### src/rtl/spi_mem_pkg.sv
// spi_mem_pkg: widths, arbiter state encoding and request bundle shared by the SPI memory arbiter.
package spi_mem_pkg;
    localparam int ADDR_W = 7;
    localparam int DATA_W = 8;

    typedef enum logic [1:0] {IDLE, OWN0, OWN1} state_e;

    typedef struct packed {
        logic              req;
        logic              we;
        logic [ADDR_W-1:0] addr;
        logic [DATA_W-1:0] wdata;
    } req_t;
endpackage

### src/rtl/spi_mem_rtag.sv
// spi_mem_rtag: one-deep read-tag pipeline that returns rvalid to whichever requester issued the read.
module spi_mem_rtag (
    input  logic clk,
    input  logic reset,
    input  logic rd_i,
    input  logic owner_i,
    output logic r0_rvalid_o,
    output logic r1_rvalid_o
);
    logic [1:0] rv_q, rv_d;

    assign rv_d = rd_i ? (owner_i ? 2'b10 : 2'b01) : 2'b00;

    always_ff @(posedge clk) begin
        if (reset) rv_q <= 2'b00;
        else rv_q <= rv_d;
    end

    assign r0_rvalid_o = rv_q[0];
    assign r1_rvalid_o = rv_q[1];
endmodule

### src/rtl/spi_mem_arbiter.sv
// spi_mem_arbiter: two-requester arbiter/sequencer for the shared registered-read SPI data RAM.
// Define SPI_ARB_ROUND_ROBIN_EN for round-robin ties and MAX_HOLD preemption of both owners.
module spi_mem_arbiter
    import spi_mem_pkg::*;
#(
    parameter int MAX_HOLD = 4
) (
    input  logic              clk,
    input  logic              reset,
    input  logic              r0_req,
    input  logic              r0_we,
    input  logic [ADDR_W-1:0] r0_addr,
    input  logic [DATA_W-1:0] r0_wdata,
    input  logic              r1_req,
    input  logic              r1_we,
    input  logic [ADDR_W-1:0] r1_addr,
    input  logic [DATA_W-1:0] r1_wdata,
    output logic              r0_gnt,
    output logic              r1_gnt,
    output logic              r0_rvalid,
    output logic              r1_rvalid,
    output logic [DATA_W-1:0] rdata,
    output logic              mem_we,
    output logic [ADDR_W-1:0] mem_addr,
    output logic [DATA_W-1:0] mem_wdata,
    input  logic [DATA_W-1:0] mem_rdata
);
    state_e     state_q, state_d, other;
    logic [3:0] hold_q, hold_d, hold_inc;
    req_t       r0, r1, own;
    logic       owned, own_id, oth_req, issue, rd_issue, preempt, tie_pick;

    assign r0       = {r0_req, r0_we, r0_addr, r0_wdata};
    assign r1       = {r1_req, r1_we, r1_addr, r1_wdata};
    assign owned    = state_q != IDLE;
    assign own_id   = state_q == OWN1;
    assign own      = own_id ? r1 : r0;
    assign oth_req  = own_id ? r0_req : r1_req;
    assign other    = own_id ? OWN0 : OWN1;
    assign issue    = owned && own.req && !reset;
    assign rd_issue = issue && !own.we;
    // Count includes this cycle's access so the owner gets exactly MAX_HOLD accesses before handing over
    assign hold_inc = (issue && hold_q != 4'(MAX_HOLD)) ? hold_q + 4'd1 : hold_q;

`ifdef SPI_ARB_ROUND_ROBIN_EN
    logic last_q, last_d;
    assign last_d = state_d == OWN0 ? 1'b0 : state_d == OWN1 ? 1'b1 : last_q;
    always_ff @(posedge clk) begin
        if (reset) last_q <= 1'b1;
        else last_q <= last_d;
    end
    assign preempt  = 1'b1;
    assign tie_pick = ~last_q;
`else
    assign preempt  = own_id;
    assign tie_pick = 1'b0;
`endif

    always_ff @(posedge clk) begin
        if (reset) begin
            state_q <= IDLE;
            hold_q  <= '0;
        end else begin
            state_q <= state_d;
            hold_q  <= hold_d;
        end
    end

    always_comb begin
        state_d = state_q;
        if (!owned)
            state_d = (r0_req && r1_req) ? (tie_pick ? OWN1 : OWN0) : r0_req ? OWN0 : r1_req ? OWN1 : IDLE;
        else if (!own.req)
            state_d = oth_req ? other : IDLE;
        else if (preempt && oth_req && hold_inc == 4'(MAX_HOLD))
            state_d = other;
        hold_d = (state_d != state_q) ? 4'd0 : hold_inc;
    end

    always_comb begin
        r0_gnt    = state_q == OWN0;
        r1_gnt    = own_id;
        mem_we    = issue && own.we;
        mem_addr  = owned ? own.addr : '0;
        mem_wdata = owned ? own.wdata : '0;
        rdata     = mem_rdata;
    end

    spi_mem_rtag u_rtag (
        .clk        (clk),
        .reset      (reset),
        .rd_i       (rd_issue),
        .owner_i    (own_id),
        .r0_rvalid_o(r0_rvalid),
        .r1_rvalid_o(r1_rvalid)
    );
endmodule

### config.mk
export PLATFORM = sky130hd
export DESIGN_NAME = spi_mem_arbiter
export DESIGN_NICKNAME = d
export VERILOG_FILES = /design/src/rtl/spi_mem_pkg.sv /design/src/rtl/spi_mem_rtag.sv /design/src/rtl/spi_mem_arbiter.sv
export SDC_FILE = /design/constraint.sdc
export NUM_CORES = 1
export LEC_CHECK = 0
export ABC_CLOCK_PERIOD_IN_PS = 1900
export CAP_MARGIN = 5
export CORE_MARGIN = 5
export CORE_UTILIZATION = 27
export CTS_BUF_LIST = sky130_fd_sc_hd__clkbuf_4 sky130_fd_sc_hd__clkbuf_8
export DETAILED_ROUTE_END_ITERATION = 12
export GPL_TIMING_DRIVEN = 0
export PLACE_DENSITY = 0.78
export SETUP_SLACK_MARGIN = 0.2
export SLEW_MARGIN = 10
export SYNTH_ARGS = -nofsm -noshare
export SYNTH_HDL_FRONTEND = slang
export SYNTH_SLANG_ARGS = --single-unit
### constraint.sdc
create_clock -name clk -period 1.9 [get_ports clk]
set_input_delay 0.38 -clock clk [delete_from_list [all_inputs] [get_ports clk]]
set_output_delay 0.38 -clock clk [all_outputs]
set_load 0.005 [all_outputs]
# After elaboration in Yosys (flattened, before gate mapping)
# Index checks and enable logic that the tools add are counted.
[totals]
regBits = 8
input_bits = 44
wordCells = 37
[classes]
add_sub_neg = 1
eq_ne = 5
muxes = 14
n_bitwise = 1
n_reduce_logical = 13
[op_table]
columns = ["op", "n"]
rows = [
  ["2-bit 2-to-1 mux", 9],
  ["17-bit 2-to-1 mux", 1],
  ["1-bit logical AND", 8],
  ["8-bit 2-to-1 mux", 1],
  ["7-bit 2-to-1 mux", 1],
  ["4-bit by 1-bit adder with 4-bit output, second input constant", 1],
  ["4-bit by 3-bit == test with 1-bit output, second input constant", 1],
  ["4-bit 2-to-1 mux", 1],
  ["4-bit by 3-bit inequality test with 1-bit output, second input constant", 1],
  ["2-bit OR reduction", 2],
  ["2-bit by 1-bit == test with 1-bit output, second input constant", 1],
  ["2-bit == test, second input constant", 1],
  ["1-bit zero test", 2],
  ["2-bit inequality test", 1],
  ["2-bit nonzero test", 1],
  ["1-bit 2-to-1 mux", 1],
  ["1-bit NOT", 1],
]

# Longest topological paths before layout
[depth]
depth_word = 13
depth_mapped = 7
depth_no_buf = 7

# Cells and area by module
# Synthesis repeated with hierarchy kept, for this count alone.
[hier_totals]
cells_unflattened = 84
hier_area_um2 = 711.9
[modules_own_cells]
columns = ["mod", "n_inst", "cells_each", "area_each_um2", "seq_area_each_um2"]
rows = [
  ["spi_mem_arbiter", 1, 80, 650.6, 120.1],
  ["spi_mem_rtag", 1, 4, 61.3, 40.0],
]

# Worst setup path after synthesis
# OpenSTA, ideal clock, no wires.
[synth_path]
path_kind = "reg2reg"
from = "register hold_q[0]"
to = "register state_q[0]"
setup_time_ns = 0.116
arrival_time_ns = 1.814
t_required_ns = 1.784
path_slack_ns = -0.030
stages_incl_launch_ff = 8
n_path_buf = 0
synth_period_minus_slack_ns = 1.930
path_cell_list = "dfxtp_1 > inv_1 > ha_1 > nor2b_1 > a221oi_4 > mux2_4 > o2111a_2 > o211a_1"
[synth_between]
elab_chain_cells = 8
elab_cells_between_ends = 9
[synth_lines]
columns = ["item", "line", "text"]
rows = [
  ["start, declared", "spi_mem_arbiter.sv:29", "logic [3:0] hold_q, hold_d, hold_inc;"],
  ["start signal, assigned", "spi_mem_arbiter.sv:65", "hold_q <= hold_d;"],
  ["parallel branches: the longest is 2 deep, another holds 4-bit by 1-bit adder with 4-bit output", "--", ""],
  ["4-bit 2-to-1 mux (*)", "spi_mem_arbiter.sv:43", "assign hold_inc = (issue && hold_q != 4'(MAX_HOLD)) ? hold_q + 4'd1 : hold_q;"],
  ["4-bit by 3-bit == test with 1-bit output (*)", "spi_mem_arbiter.sv:75", "else if (preempt && oth_req && hold_inc == 4'(MAX_HOLD))"],
  ["1-bit logical AND (*)", "spi_mem_arbiter.sv:75", ""],
  ["2-bit 2-to-1 mux (*)", "spi_mem_arbiter.sv:75", ""],
  ["2-bit 2-to-1 mux (*)", "spi_mem_arbiter.sv:73", "else if (!own.req)"],
  ["2-bit 2-to-1 mux (*)", "spi_mem_arbiter.sv:71", "if (!owned)"],
  ["end signal, assigned", "spi_mem_arbiter.sv:64", "state_q <= state_d;"],
  ["end, declared", "spi_mem_arbiter.sv:28", "state_e state_q, state_d, other;"],
]
# Every way passes the cells marked *.
# A chain may end at the register's enable or synchronous reset.

# Final worst setup path
[layout_path]
from = "register state_q[0]"
to = "register state_q[0]"
[layout_between]
elab_chain_cells = 11
elab_cells_between_ends = 16
[layout_lines]
columns = ["item", "line", "text"]
rows = [
  ["2-bit == test", "spi_mem_arbiter.sv:36", "assign own_id = state_q == OWN1;"],
  ["17-bit 2-to-1 mux", "spi_mem_arbiter.sv:37", "assign own = own_id ? r1 : r0;"],
  ["1-bit logical AND (2 in series)", "spi_mem_arbiter.sv:40", "assign issue = owned && own.req && !reset;"],
  ["1-bit logical AND", "spi_mem_arbiter.sv:43", ""],
  ["4-bit 2-to-1 mux", "spi_mem_arbiter.sv:43", ""],
  ["4-bit by 3-bit == test with 1-bit output", "spi_mem_arbiter.sv:75", ""],
  ["1-bit logical AND", "spi_mem_arbiter.sv:75", ""],
  ["2-bit 2-to-1 mux", "spi_mem_arbiter.sv:75", ""],
  ["2-bit 2-to-1 mux", "spi_mem_arbiter.sv:73", ""],
  ["2-bit 2-to-1 mux (*)", "spi_mem_arbiter.sv:71", ""],
]
# Mark *: on every way between the ends. The rest lies on a longest branch, timed or not.

==> results.yml <==
run_status:
  outcome: "complete, no violations"
setup_path:
  crit_type: "reg2reg"
  crit_chain: "buf_6, nand3b_4, a221oi_4, mux2_4, o2111a_2, o211a_1"
  end_kind: "flop"
  critical-path-max-stage-delay_ns: 0.36
  required_ns: 2.07
  startpoint_type: "flop"
  path_buf_inv: 1
  critPathArrivalTime_ns: 1.97
  crit_fanout: 5
  cp_top_family: "compound AO/OA/AOI/OAI gates"
  cp_slowest_cell: "dfxtp_4"
sta:
  rsz0062_at_grt: "yes"
  tightestPinTransition_ns: 0.390
  hold_slack_ns: 0.512
  hold_viol: 0
  max_slew_margin_pct: 74.0
  fin_skew_ns: 0.00583
  period_share_pct: 95.0
  finalSetupViolCount: 0
  fmax_ghz: 0.554
  tns_ns: 0
  slew_violations: 0
  post-route-min-period_ns: 1.80
cts:
  cts_tree: "yes"
  clk_pin_slew_ns: 0.07
  clockBufferDepth: 2
  cts-root-buf: "clkbuf_4"
  cts.sinks: 8
  htree_levels: 1
  cts_buffers: 3
  cts_hold_buf: 0
  insertion_delay_ns: 0.27
detailed_routing:
  dr.pass1.iters: 4
  via_per_inst: 5.02
  wirelength_um: 3340
  drc: 0
  drtAntennaViolNets: 0
  vias: 1044
  wire_per_inst_um: 16.0
  first_iter_violations: 44
yosys:
  ys_types: 30
  synth.avg_cell_area_um2: 8.09
  synth_fp_nets: 136
  synth_top_area_cell: "dfxtp_1"
  netlist_top_cells_area: "dfxtp_1, a22o_1, buf_4"
  synth_area_um2: 728
  seq_area_frac_synth_pct: 22.0
  synth-edff-count: 0
  synth-async-reset-ratio_pct: 0
  yosysTopAreaCellShare_pct: 22.0
  netlist_top_cells_count: "a22o_1, buf_4, dfxtp_1"
  syn_inst: 90
  synth_flop_cell: "dfxtp_1"
  synth-seq-cells: 8
  synth_most_common_cell: "a22o_1"
  ys_warn_count: 0
min_path:
  hp-class: "reg2reg"
placed_design:
  hpwl_um: 2330
  placed_area_um2: 1420
  place_congestion: 0.806
  port_buffers: 63
  placed_cells: 183
floorplanning:
  num_rows: 18
  start_util_pct: 28.9
  die_w_um: 61.9
  die_area_um2: 3840
  core_area_um2: 2520
  dieHeight_um: 61.9
  pin_count: 72
power_and_ir_drop:
  peakVddDrop_mv: 0.416
  powerDensity_nw_per_um2: 370
  fin_total_pwr_uw: 600
  leakage_uw: 0.000729
global_route:
  grt_max_degree: 9
  grt_pass1_vias: 1035
  grt_use_total_pct: 16.7
  antenna_found_initial: 0
  grt_pass1_wl_um: 4760
  gr-total-overflow: 0
finish:
  drive_above_1_share_pct: 40.4
  syn_to_final_growth_pct: 122
  stdcell_count: 208
  fillers: 225
  finalInstanceArea_um2: 1620
  nets: 225
  diodes: 0
job:
  cap_violations: 0
## registers in the layout, summed over array words and instances, names as in the netlist
register / flops
state_q: 2
hold_q: 4
u_rtag.rv_q: 2
## area by class of cell
class | count | area, µm² | area share (%)
well taps | 30 | 37.5 | 2.32
flip-flops and latches | 8 | 175 | 10.8
clock buffers | 4 | 30.0 | 1.85
repair buffers | 84 | 724 | 44.7
multi-input cells | 65 | 524 | 32.4
inverters | 6 | 25.0 | 1.55
plain buffers | 11 | 103 | 6.34
## metal layers
metal	track usage, %	part of all wire [%]	vias to the layer above
met5	0	0	-
met4	3.33	0.66	0
met3	6.40	15	4
met2	30.3	47	76
met1	18.4	37	460
li1	-	-	504
## power breakdown
group,leakage (µW),internal (µW),total [µW],switching [µW]
Sequential,0.0000678,168,172,3.94
Clock,0.0000184,95.5,169,73.5
Combinational,0.000643,173,259,85.7
## worst paths after layout
| path | startpoint | end | slack [ns] | depth (start not counted) |
|---|---|---|---|---|
| max | state_q[0]$_SDFF_PP0_ | state_q[0]$_SDFF_PP0_ | 0.1 | 6 |
| min | state_q[1]$_SDFF_PP0_ | u_rtag.rv_q[1]$_SDFF_PP0_ | 0.51 | 2 |
| max reg2reg | state_q[0]$_SDFF_PP0_ | state_q[0]$_SDFF_PP0_ | 0.1 | 6 |
| min reg2reg | state_q[1]$_SDFF_PP0_ | u_rtag.rv_q[1]$_SDFF_PP0_ | 0.51 | 2 |
## per-stage QoR
step | utilization, % | setup slack (ns)
2_1_floorplan | - | 0.116
3_3_place_gp | 56.4 | -0.520
3_5_place_dp | 56.4 | -0.541
4_1_cts | 64.7 | 0.0859
5_1_grt | 64.2 | 0.0314
6_report | 64.2 | 0.0953
## cell families after synthesis
| logic type | synth area share [%] |
|---|---|
| compound gates | 35.4 |
| xor+xnor | 1.20 |
| fa+ha+maj | 3.44 |
| buf+inv | 12.9 |
| flops | 22.0 |
| mux | 4.81 |
| simple gates | 20.3 |
## cell usage in the layout, fill, tap and decap left out, drive strengths merged, types with 3 or more instances in the layout
cell            n
nand2           7
o21ai           5
nor2            7
clkbuf         20
inv             6
a22o           13
a31oi           3
dlygate4sd2     3
dfxtp           8
buf            32
clkdlybuf4s50  42
a21oi           4
## what timing repair did
item	in CTS	in global routing
endpoints found under the hold margin	0	0
pin swaps	6	4
gates resized for setup	62	25
cloned	1	0
setup endpoints to repair	22	19
setup buffers	15	5
## tightest hold or removal path, delay by kind of cell, from the launching register on
family        cells  cell delay, ns
buf+inv           1            0.06
flops             1            0.35
simple gates      1            0.05
Power figures use the tool's default switching activity.
